### config.mk
export PLATFORM = sky130hd
export DESIGN_NAME = iter_muldiv
export DESIGN_NICKNAME = d
export VERILOG_FILES = /design/src/rtl/iter_muldiv.sv
export SDC_FILE = /design/constraint.sdc
export NUM_CORES = 1
export LEC_CHECK = 0
export BUFFER_PORTS_ARGS = -buffer_cell sky130_fd_sc_hd__buf_2
export CORE_ASPECT_RATIO = 1.4
export CORE_MARGIN = 2
export CORE_UTILIZATION = 50
export DETAILED_ROUTE_END_ITERATION = 6
export PLACE_DENSITY = 0.71
export RECOVER_POWER = 25
export SLEW_MARGIN = 40
export SYNTH_ARGS = -nofsm -noshare
export SYNTH_HDL_FRONTEND = slang
export SYNTH_SLANG_ARGS = --single-unit
### constraint.sdc
create_clock -name clk -period 4.8 [get_ports clk]
set_input_delay 0.48 -clock clk [delete_from_list [all_inputs] [get_ports clk]]
set_output_delay 0.48 -clock clk [all_outputs]
set_load 0.01 [all_outputs]
### src/rtl/iter_muldiv.sv
// Radix-2 iterative multiply/divide unit: shift-add MULT/MULTU and restoring DIV/DIVU,
// one result bit per cycle, with flush (annul_i) and a pipeline stall request (busy_o).
//
// state  | meaning
// IDLE   | waiting for start_i; latches op, operand magnitudes and signs
// RUN    | one radix-2 step per cycle for WIDTH cycles
// DONE   | sign-corrected result registered, ready_o high for one cycle
module iter_muldiv #(
    parameter int WIDTH = 32
) (
    input  logic                 clk,
    input  logic                 rst,
    input  logic                 start_i,
    input  logic [1:0]           op_i,
    input  logic [WIDTH-1:0]     opdata1_i,
    input  logic [WIDTH-1:0]     opdata2_i,
    input  logic                 annul_i,
    output logic [2*WIDTH-1:0]   result_o,
    output logic                 ready_o,
    output logic                 divzero_o,
    output logic                 busy_o
);

    localparam logic [1:0] S_IDLE = 2'd0;
    localparam logic [1:0] S_RUN  = 2'd1;
    localparam logic [1:0] S_DONE = 2'd2;

    localparam int CW = $clog2(WIDTH);
    localparam logic [CW-1:0] CNT_LAST = CW'(WIDTH - 1);

    logic [1:0]         state_q, state_d;
    logic [CW-1:0]      cnt_q, cnt_d;
    logic [1:0]         op_q, op_d;
    logic               neg1_q, neg1_d;
    logic               neg2_q, neg2_d;
    logic [WIDTH-1:0]   b_q, b_d;
    logic [2*WIDTH:0]   acc_q, acc_d;
    logic [2*WIDTH-1:0] result_q, result_d;
    logic               divzero_q, divzero_d;

    logic               signed_op;
    logic [WIDTH-1:0]   abs1, abs2;
    logic [WIDTH:0]     add_hi;
    logic [2*WIDTH:0]   mul_tmp, mul_next;
    logic [WIDTH:0]     rem_sh;
    logic [WIDTH+1:0]   trial;
    logic               no_borrow;
    logic [WIDTH-1:0]   rem_new;
    logic [2*WIDTH:0]   div_next, step_next;
    logic [2*WIDTH-1:0] prod, fix_mul, fix_div;
    logic [WIDTH-1:0]   quo, rem;

    always_comb begin
        signed_op = ~op_i[0];
        abs1 = (signed_op && opdata1_i[WIDTH-1]) ? -opdata1_i : opdata1_i;
        abs2 = (signed_op && opdata2_i[WIDTH-1]) ? -opdata2_i : opdata2_i;

        // Multiply: acc = {partial product, remaining multiplier bits}
        add_hi   = acc_q[2*WIDTH:WIDTH] + {1'b0, b_q};
        mul_tmp  = acc_q[0] ? {add_hi, acc_q[WIDTH-1:0]} : acc_q;
        mul_next = {1'b0, mul_tmp[2*WIDTH:1]};

        // Divide: acc = {0, remainder, dividend/quotient}; shifted remainder needs WIDTH+1 bits
        rem_sh    = acc_q[2*WIDTH-1:WIDTH-1];
        trial     = {1'b0, rem_sh} - {2'b00, b_q};
        no_borrow = ~trial[WIDTH+1];
        rem_new   = no_borrow ? trial[WIDTH-1:0] : rem_sh[WIDTH-1:0];
        div_next  = {1'b0, rem_new, acc_q[WIDTH-2:0], no_borrow};

        step_next = op_q[1] ? div_next : mul_next;

        prod    = step_next[2*WIDTH-1:0];
        quo     = step_next[WIDTH-1:0];
        rem     = step_next[2*WIDTH-1:WIDTH];
        fix_mul = (neg1_q ^ neg2_q) ? -prod : prod;
        fix_div = {(neg1_q ? -rem : rem), ((neg1_q ^ neg2_q) ? -quo : quo)};
    end

    always_comb begin
        state_d   = state_q;
        cnt_d     = cnt_q;
        op_d      = op_q;
        neg1_d    = neg1_q;
        neg2_d    = neg2_q;
        b_d       = b_q;
        acc_d     = acc_q;
        result_d  = result_q;
        divzero_d = divzero_q;

        case (state_q)
            S_IDLE: begin
                if (start_i && !annul_i) begin
                    op_d   = op_i;
                    neg1_d = signed_op & opdata1_i[WIDTH-1];
                    neg2_d = signed_op & opdata2_i[WIDTH-1];
                    cnt_d  = '0;
                    if (op_i[1]) begin
                        b_d   = abs2;
                        acc_d = {{(WIDTH+1){1'b0}}, abs1};
                    end else begin
                        b_d   = abs1;
                        acc_d = {{(WIDTH+1){1'b0}}, abs2};
                    end
                    if (op_i[1] && (opdata2_i == '0)) begin
                        state_d   = S_DONE;
                        result_d  = {opdata1_i, {WIDTH{1'b1}}};
                        divzero_d = 1'b1;
                    end else begin
                        state_d   = S_RUN;
                        divzero_d = 1'b0;
                    end
                end
            end
            S_RUN: begin
                if (annul_i) begin
                    state_d = S_IDLE;
                    cnt_d   = '0;
                end else begin
                    acc_d = step_next;
                    cnt_d = cnt_q + 1'b1;
                    if (cnt_q == CNT_LAST) begin
                        state_d  = S_DONE;
                        cnt_d    = '0;
                        result_d = op_q[1] ? fix_div : fix_mul;
                    end
                end
            end
            S_DONE: begin
                state_d   = S_IDLE;
                divzero_d = 1'b0;
            end
            default: begin
                state_d   = S_IDLE;
                cnt_d     = '0;
                divzero_d = 1'b0;
            end
        endcase
    end

    always_ff @(posedge clk or negedge rst) begin
        if (!rst) begin
            state_q   <= S_IDLE;
            cnt_q     <= '0;
            op_q      <= 2'b00;
            neg1_q    <= 1'b0;
            neg2_q    <= 1'b0;
            b_q       <= '0;
            acc_q     <= '0;
            result_q  <= '0;
            divzero_q <= 1'b0;
        end else begin
            state_q   <= state_d;
            cnt_q     <= cnt_d;
            op_q      <= op_d;
            neg1_q    <= neg1_d;
            neg2_q    <= neg2_d;
            b_q       <= b_d;
            acc_q     <= acc_d;
            result_q  <= result_d;
            divzero_q <= divzero_d;
        end
    end

    assign result_o  = result_q;
    assign ready_o   = (state_q == S_DONE);
    assign divzero_o = divzero_q;
    assign busy_o    = ((state_q == S_IDLE) & start_i & ~annul_i) | (state_q == S_RUN);

endmodule

### After elaboration in Yosys (flattened, before gate mapping)

Cells that the tools add are included.

| word-level totals | value |
|---|---|
| register bits | 173 |
| output and inout bits | 67 |
| input bits | 70 |
| word-level logic and storage cells | 81 |

| cells by class | value |
|---|---|
| eq/ne operators | 8 |
| bitwise operators | 11 |
| reduce and logical (&&, ||, !) cells | 14 |
| add/subtract/negate cells | 8 |
| mux-type cells | 31 |

Operator list:

| cell | count |
|---|---|
| $mux 64 | 7 |
| $mux 32 | 7 |
| $mux 65 | 3 |
| $pmux 65 s2 | 1 |
| $neg 32->32 | 4 |
| $pmux 64 s2 | 1 |
| $neg 64->64 | 1 |
| $sub 33x32->34 | 1 |
| $add 33x32->33 | 1 |
| $logic_not 32->1 | 1 |
| $mux 5 | 3 |
| $pmux 5 s3 | 1 |
| $mux 2 | 4 |
| $ne 2x2->1 const B | 4 |
| $reduce_and 2->1 | 4 |
| $add 5x1->5 const B | 1 |
| $eq 5x5->1 const B | 1 |
| $not 1->1 | 5 |
| $reduce_and 5->1 | 1 |
| $and 1x1->1 | 4 |
| $logic_and 1x1->1 | 4 |
| $pmux 2 s2 | 1 |
| $ne 3x3->1 const B | 1 |
| $reduce_and 3->1 | 1 |
| 9 further kinds | 10 |

### Longest topological paths before layout

| logic depth | value |
|---|---|
| depth after elaboration | 9 |
| gate-level depth with buffers | 25 |
| mapped depth without buffers | 20 |

### Worst setup path after synthesis

No wires, ideal clock.

| timing | value |
|---|---|
| path type | reg2reg |
| start | register op_q[1] |
| end | register result_q[60] (netlist: result_o[60]) |
| library setup time | 71 ps |
| data required time | 4,729 ps |
| path buffers | 8 |
| slack | -126 ps |
| cell stages (with the launch flop) | 20 |
| data arrival time | 4,855 ps |
| period minus slack after synthesis | 4,926 ps |
| cells stage by stage | dfrtp_1 > clkbuf_1 > buf_2 > buf_2 > buf_2 > buf_2 > buf_1 > buf_1 > buf_1 > mux2i_1 > ha_1 > nand2_1 > nor4_2 > a21oi_1 > o31ai_1 > a31oi_1 > nor3b_1 > a31oi_1 > or3_1 > nand4_1 |

| on the way | value |
|---|---|
| word-level cells in the longest chain between the ends | 7 |
| elaborated cells between the ends (all ways) | 9 |
| classes of those cells | add/sub: 2; mux: 7 |

RTL lines:

| what | RTL line | text |
|---|---|---|
| start, declared | 33 | `logic [1:0] op_q, op_d;` |
| start signal, assigned | 154 | `op_q <= op_d;` |
| $mux 64 | 70 | `step_next = op_q[1] ? div_next : mul_next;` |
| $neg 64->64 / $neg 32->32 (equally long branches) | 75, 76 |  |
| $mux 64 / $mux 32 (equally long branches) | 75, 76 |  |
| $mux 64 (*) | 124 | `result_d = op_q[1] ? fix_div : fix_mul;` |
| $mux 64 (*) | 121 | `if (cnt_q == CNT_LAST) begin` |
| $mux 64 (*) | 115 | `if (annul_i) begin` |
| $pmux 64 s2 (*) | 90 | `case (state_q)` |
| end signal, assigned | 159 | `result_q <= result_d;` |
| end, declared | 38 | `logic [2*WIDTH-1:0] result_q, result_d;` |

Every way passes the cells marked *; elsewhere a longest branch is shown, timed or not. The select of a mux whose other input is x is not followed.
A chain may end at the register's enable or synchronous reset.

### Worst setup path in the final report

| timing | value |
|---|---|
| start | register acc_q[32] |
| end | register result_q[58] (netlist: result_o[58]) |

| on the way | value |
|---|---|
| word-level cells in the longest chain between the ends | 9 |
| elaborated cells between the ends (all ways) | 14 |
| classes of those cells | add/sub: 4; mux: 9; bitwise: 1 |

RTL lines:

| what | RTL line | text |
|---|---|---|
| start, declared | 37 | `logic [2*WIDTH:0] acc_q, acc_d;` |
| start signal, assigned | 148 | `acc_q <= '0;` |
| start signal, assigned | 158 | `acc_q <= acc_d;` |
| $add 33x32->33 / $sub 33x32->34 (equally long branches) | 59, 65 |  |
| $mux 65 (tied with other cells) | 60 | `mul_tmp = acc_q[0] ? {add_hi, acc_q[WIDTH-1:0]} : acc_q;` |
| $mux 64 (*) | 70 |  |
| $neg 64->64 / $neg 32->32 (equally long branches) | 75, 76 |  |
| $mux 64 / $mux 32 (equally long branches) | 75, 76 |  |
| $mux 64 (*) | 124 |  |
| $mux 64 (*) | 121 |  |
| $mux 64 (*) | 115 |  |
| $pmux 64 s2 (*) | 90 |  |

Marked as above.

==> implementation parameters <==
Parameter                              Value

Layout
  Proportion of layout cells with a drive suffix above 1 ... 14.06%
  Commonest non-fill, non-tap cell in the layout ... nand2_1
  Fillcell total ... about 3.0k
  Area Overhead vs Synth ... 13.16%
  Most used cells in the layout excluding fill and tap cells ... nand2_1, nor2_1, a21oi_1, o21ai_0, dfrtp_1
  Design area ... 17940 sq um
  Total Nets Final ... approximately 2.4k
  Layout Cells excl Fill ... between 2k and 3k
  ANT cells ... 0

Placed design
  Number of placed instances, taps included ... approximately 2.6k
  Last weighted congestion value of the routability-driven placer ... between 1 and 1.5
  Final HPWL DP ... approximately 45 mm
  Placed inst area ... ~17000 sq um
  Port Buffers ... roughly 140

STA
  # setup viols final ... 0
  Min cycle time layout ... around 4700 ps
  Worst Max-Slew Pin Slew ... 3714 ps
  Max-slew headroom ... -147.6%
  Tightest hold margin ... about 320 ps
  Clock Skew ... approximately 14 ps
  Setup repair after global routing missed its margin ... true
  Final Hold Violating Endpoints ... 0
  Portion of the clock cycle consumed by the worst path in the final layout ... between 90 and 100%
  Max-slew violation count ... 65
  Maximum frequency from static timing analysis ... roughly 0.21 GHz

Routing
  Number of nets with antenna violations after detailed routing ... 0
  Via density per instance ... roughly 6.6
  Post-DR wirelength/cell ... ~23 microns
  First-pass DRT Iterations ... 6
  Detailed-route via count ... between 15k and 20k
  Total Wirelength ... about 60 mm
  DRC violation count after routing ... 0
  Number of violations reported at the end of detailed-routing iteration 0 ... about 1.7k

Job
  Number of max-cap violations ... 1

Worst setup path
  Slowest cell on crit path ... nor4_1
  Arrival time worst endpoint ... 5080 ps
  Largest incremental delay on the critical path ... about 700 ps
  Type of element launching the critical path ... flop
  Nature of the critical path endpoint ... flop
  Sum of buffers and inverters on the critical path ... 2
  Crit Path Category ... reg2reg
  CP max FO ... 6
  Required time at the worst-slack endpoint ... about 5200 ps
  List of cells traversed by the critical path ... buf_4, ha_1, fa_1, a21o_1, a221oi_1, buf_4, nor4_1, o21ai_0, nand2_1, xor2_1, a211o_1, a221oi_1, nand4b_1, or3_1, a21oi_1, mux2i_1, nor3_1
  Cell class contributing the biggest share of worst-path delay ... simple AND/OR/NAND/NOR gates

Clock network
  Sinks on Clock Net ... about 170
  Clock tree from TritonCTS ... built
  Total number of H-tree levels ... 4
  Clk Latency, worst-skew pair ... roughly 470 ps
  Root buffer cell ... clkbuf_16
  Clock buffers created by TritonCTS ... 17
  Max Buffers Root-to-Sink ... 2
  Clock slew at the register clock pins of the worst setup and hold paths ... approximately 70 ps

GRT
  Number of antenna violations at the first check in global routing ... 2
  Aggregate global-route resource usage ... about 36%
  Vias in the first global route ... approximately 17k
  Maximum number of pins on one net before global-route repair ... 115
  Global-route wire length before repair ... roughly 93 mm
  Gr ovfl total ... 0

Power
  Total power ... between 0.01 and 0.015 W
  Worst-case vdd ir drop ... around 0.38 mV
  Cell area power density ... between 600 and 700 nW/um^2
  Leakage power of the design ... slightly above 8 nW

Synth
  Number of distinct library cell variants in the gate-level netlist after synthesis ... 89
  Proportion of register bits with asynchronous set or reset after synthesis ... 100.0%
  Area of the mapped netlist ... about 16000 sq um
  Post-synth EDFFs ... 0
  Average cell area after synthesis ... ~7.5 sq um
  Total nets after synthesis ... ~2.3k
  Seq/Total Area, Yosys ... between 20 and 30%
  Cell count after synthesis ... between 2k and 2.5k
  Yosys reg bits ... about 170
  Top flip-flop cell by instance count after synthesis ... dfrtp_1
  Yosys Warn Count ... 0

Floorplan
  DIE WIDTH ... around 150 microns
  Die height ... around 210 microns
  Die Footprint ... around 33000 sq um
  Effective utilization at floorplan ... a little over 50%
  Ports placed on the boundary ... 137
  Placeable core region ... roughly 31000 sq um
  Floorplan row count ... 77

Run status
  Failing checks ... capacitance limit, slew limit
  Run status ... finished with violations

Min path
  Hold Crit Class ... in2reg
## worst paths after layout
check	from	to	slack, ps	cells past startpoint
max	acc_q[32]$_DFFE_PN0P_	result_o[58]$_DFFE_PN0P_	70	17
min	opdata1_i[8]	result_o[40]$_DFFE_PN0P_	320	3
max reg2reg	acc_q[32]$_DFFE_PN0P_	result_o[58]$_DFFE_PN0P_	70	17
min reg2reg	result_o[38]$_DFFE_PN0P_	result_o[38]$_DFFE_PN0P_	480	2
max in group asynchronous	rst	acc_q[49]$_DFFE_PN0P_	1430	1
min in group asynchronous	rst	b_q[31]$_DFFE_PN0P_	1300	1
## kinds of logic (layout without fill, tap and decap cells)
family                     after synthesis  count (layout)  synth area share (%)
adders and majority gates               72              72                 5.777
AOI/OAI and AO/OA                      720             720                 28.18
muxes                                   54              54                 3.457
and+or+nand+nor                        759             759                 22.38
xor gates and xnor gates               152             152                 8.398
DFF                                    171             171                 26.99
buffers and inverters                  194             320                 4.814
## flip-flops by register name, summed over array words and instances (netlist names)
register,cells
acc_q,64
result_o,64
b_q,32
cnt_q,5
state_q,2
divzero_o,1
neg1_q,1
neg2_q,1
op_q,1
## synth_stat cells, drive strengths merged (13+ instances only)
| cell type | n | share of area (%) |
|---|---|---|
| nand2 | 249 | 5.9 |
| nor2 | 222 | 5.3 |
| a21oi | 212 | 6.7 |
| o21ai | 205 | 6.5 |
| dfrtp | 171 | 27 |
| clkbuf | 91 | 2.2 |
| xnor2 | 83 | 4.6 |
| ha | 70 | 5.5 |
| inv | 70 | 1.7 |
| xor2 | 69 | 3.8 |
| nand3 | 68 | 2.2 |
| a31oi | 63 | 2.5 |
| mux2i | 48 | 3.0 |
| nor3 | 45 | 1.5 |
| a21o | 35 | 1.7 |
| o211ai | 34 | 1.6 |
| buf | 33 | 0.99 |
| o31ai | 31 | 1.6 |
| and3 | 26 | 1.0 |
| nand4 | 26 | 1.0 |
| o21a | 21 | 0.99 |
| nor2b | 19 | 0.75 |
| or4 | 16 | 0.83 |
| nand2b | 14 | 0.55 |
| or2 | 14 | 0.57 |
| or3 | 14 | 0.58 |
| nor4 | 13 | 0.55 |
## layout make-up
type / count / area [sq um] / share of cell area [%]
tap: 395 / 494.2 / 2.755
multi-input combinational: 1757 / 10920 / 60.86
inverter: 70 / 262.8 / 1.465
clock inverter: 11 / 190.2 / 1.060
timing repair buffer: 218 / 1330 / 7.414
clock buffer: 21 / 460.4 / 2.567
sequential: 171 / 4283 / 23.88
## worst min-delay path: cells and delay by family
family / cells / cell delay (ps)
simple gates: 1 / 60
compound gates: 1 / 70
buf+inv: 1 / 140
## what timing repair did
item | 4_1_cts | 5_1_grt
buffers inserted | 0 | 1
hold buffers | 0 | 0
setup endpoints to repair | 0 | 23
resized for setup | 0 | 16
## layer usage
metal  vias up  track usage, %  routed length [microns]  part of all wire, %
met5         -               0                       13                0.022
met4         2           25.12                     4629                  7.7
met3       254           4.911                     4423                  7.3
met2       919           60.22                    28750                   48
met1      8247           43.12                    22490                   37
li1       7921               -                        -                    -
## per-stage QoR
| stage | setup slack (ps) | setup TNS, ps | util (%) |
|---|---|---|---|
| after floorplan | 32.94 | 0 | - |
| after global placement | 209.5 | 0 | 54.76 |
| after detailed placement | 87.71 | 0 | 54.81 |
| after CTS | 68.68 | 0 | 56.88 |
| after global routing | -14.25 | -14.25 | 57.12 |
| final | 68.13 | 0 | 57.12 |
## report_power, final
group          internal, W  switching [W]  leakage, nW  total, W
clock network     0.000951       0.000647        0.317   0.00160
logic              0.00274        0.00469         5.64   0.00743
registers          0.00170       0.000343         2.21   0.00205
Note: power is estimated with default switching activity, not from simulation.
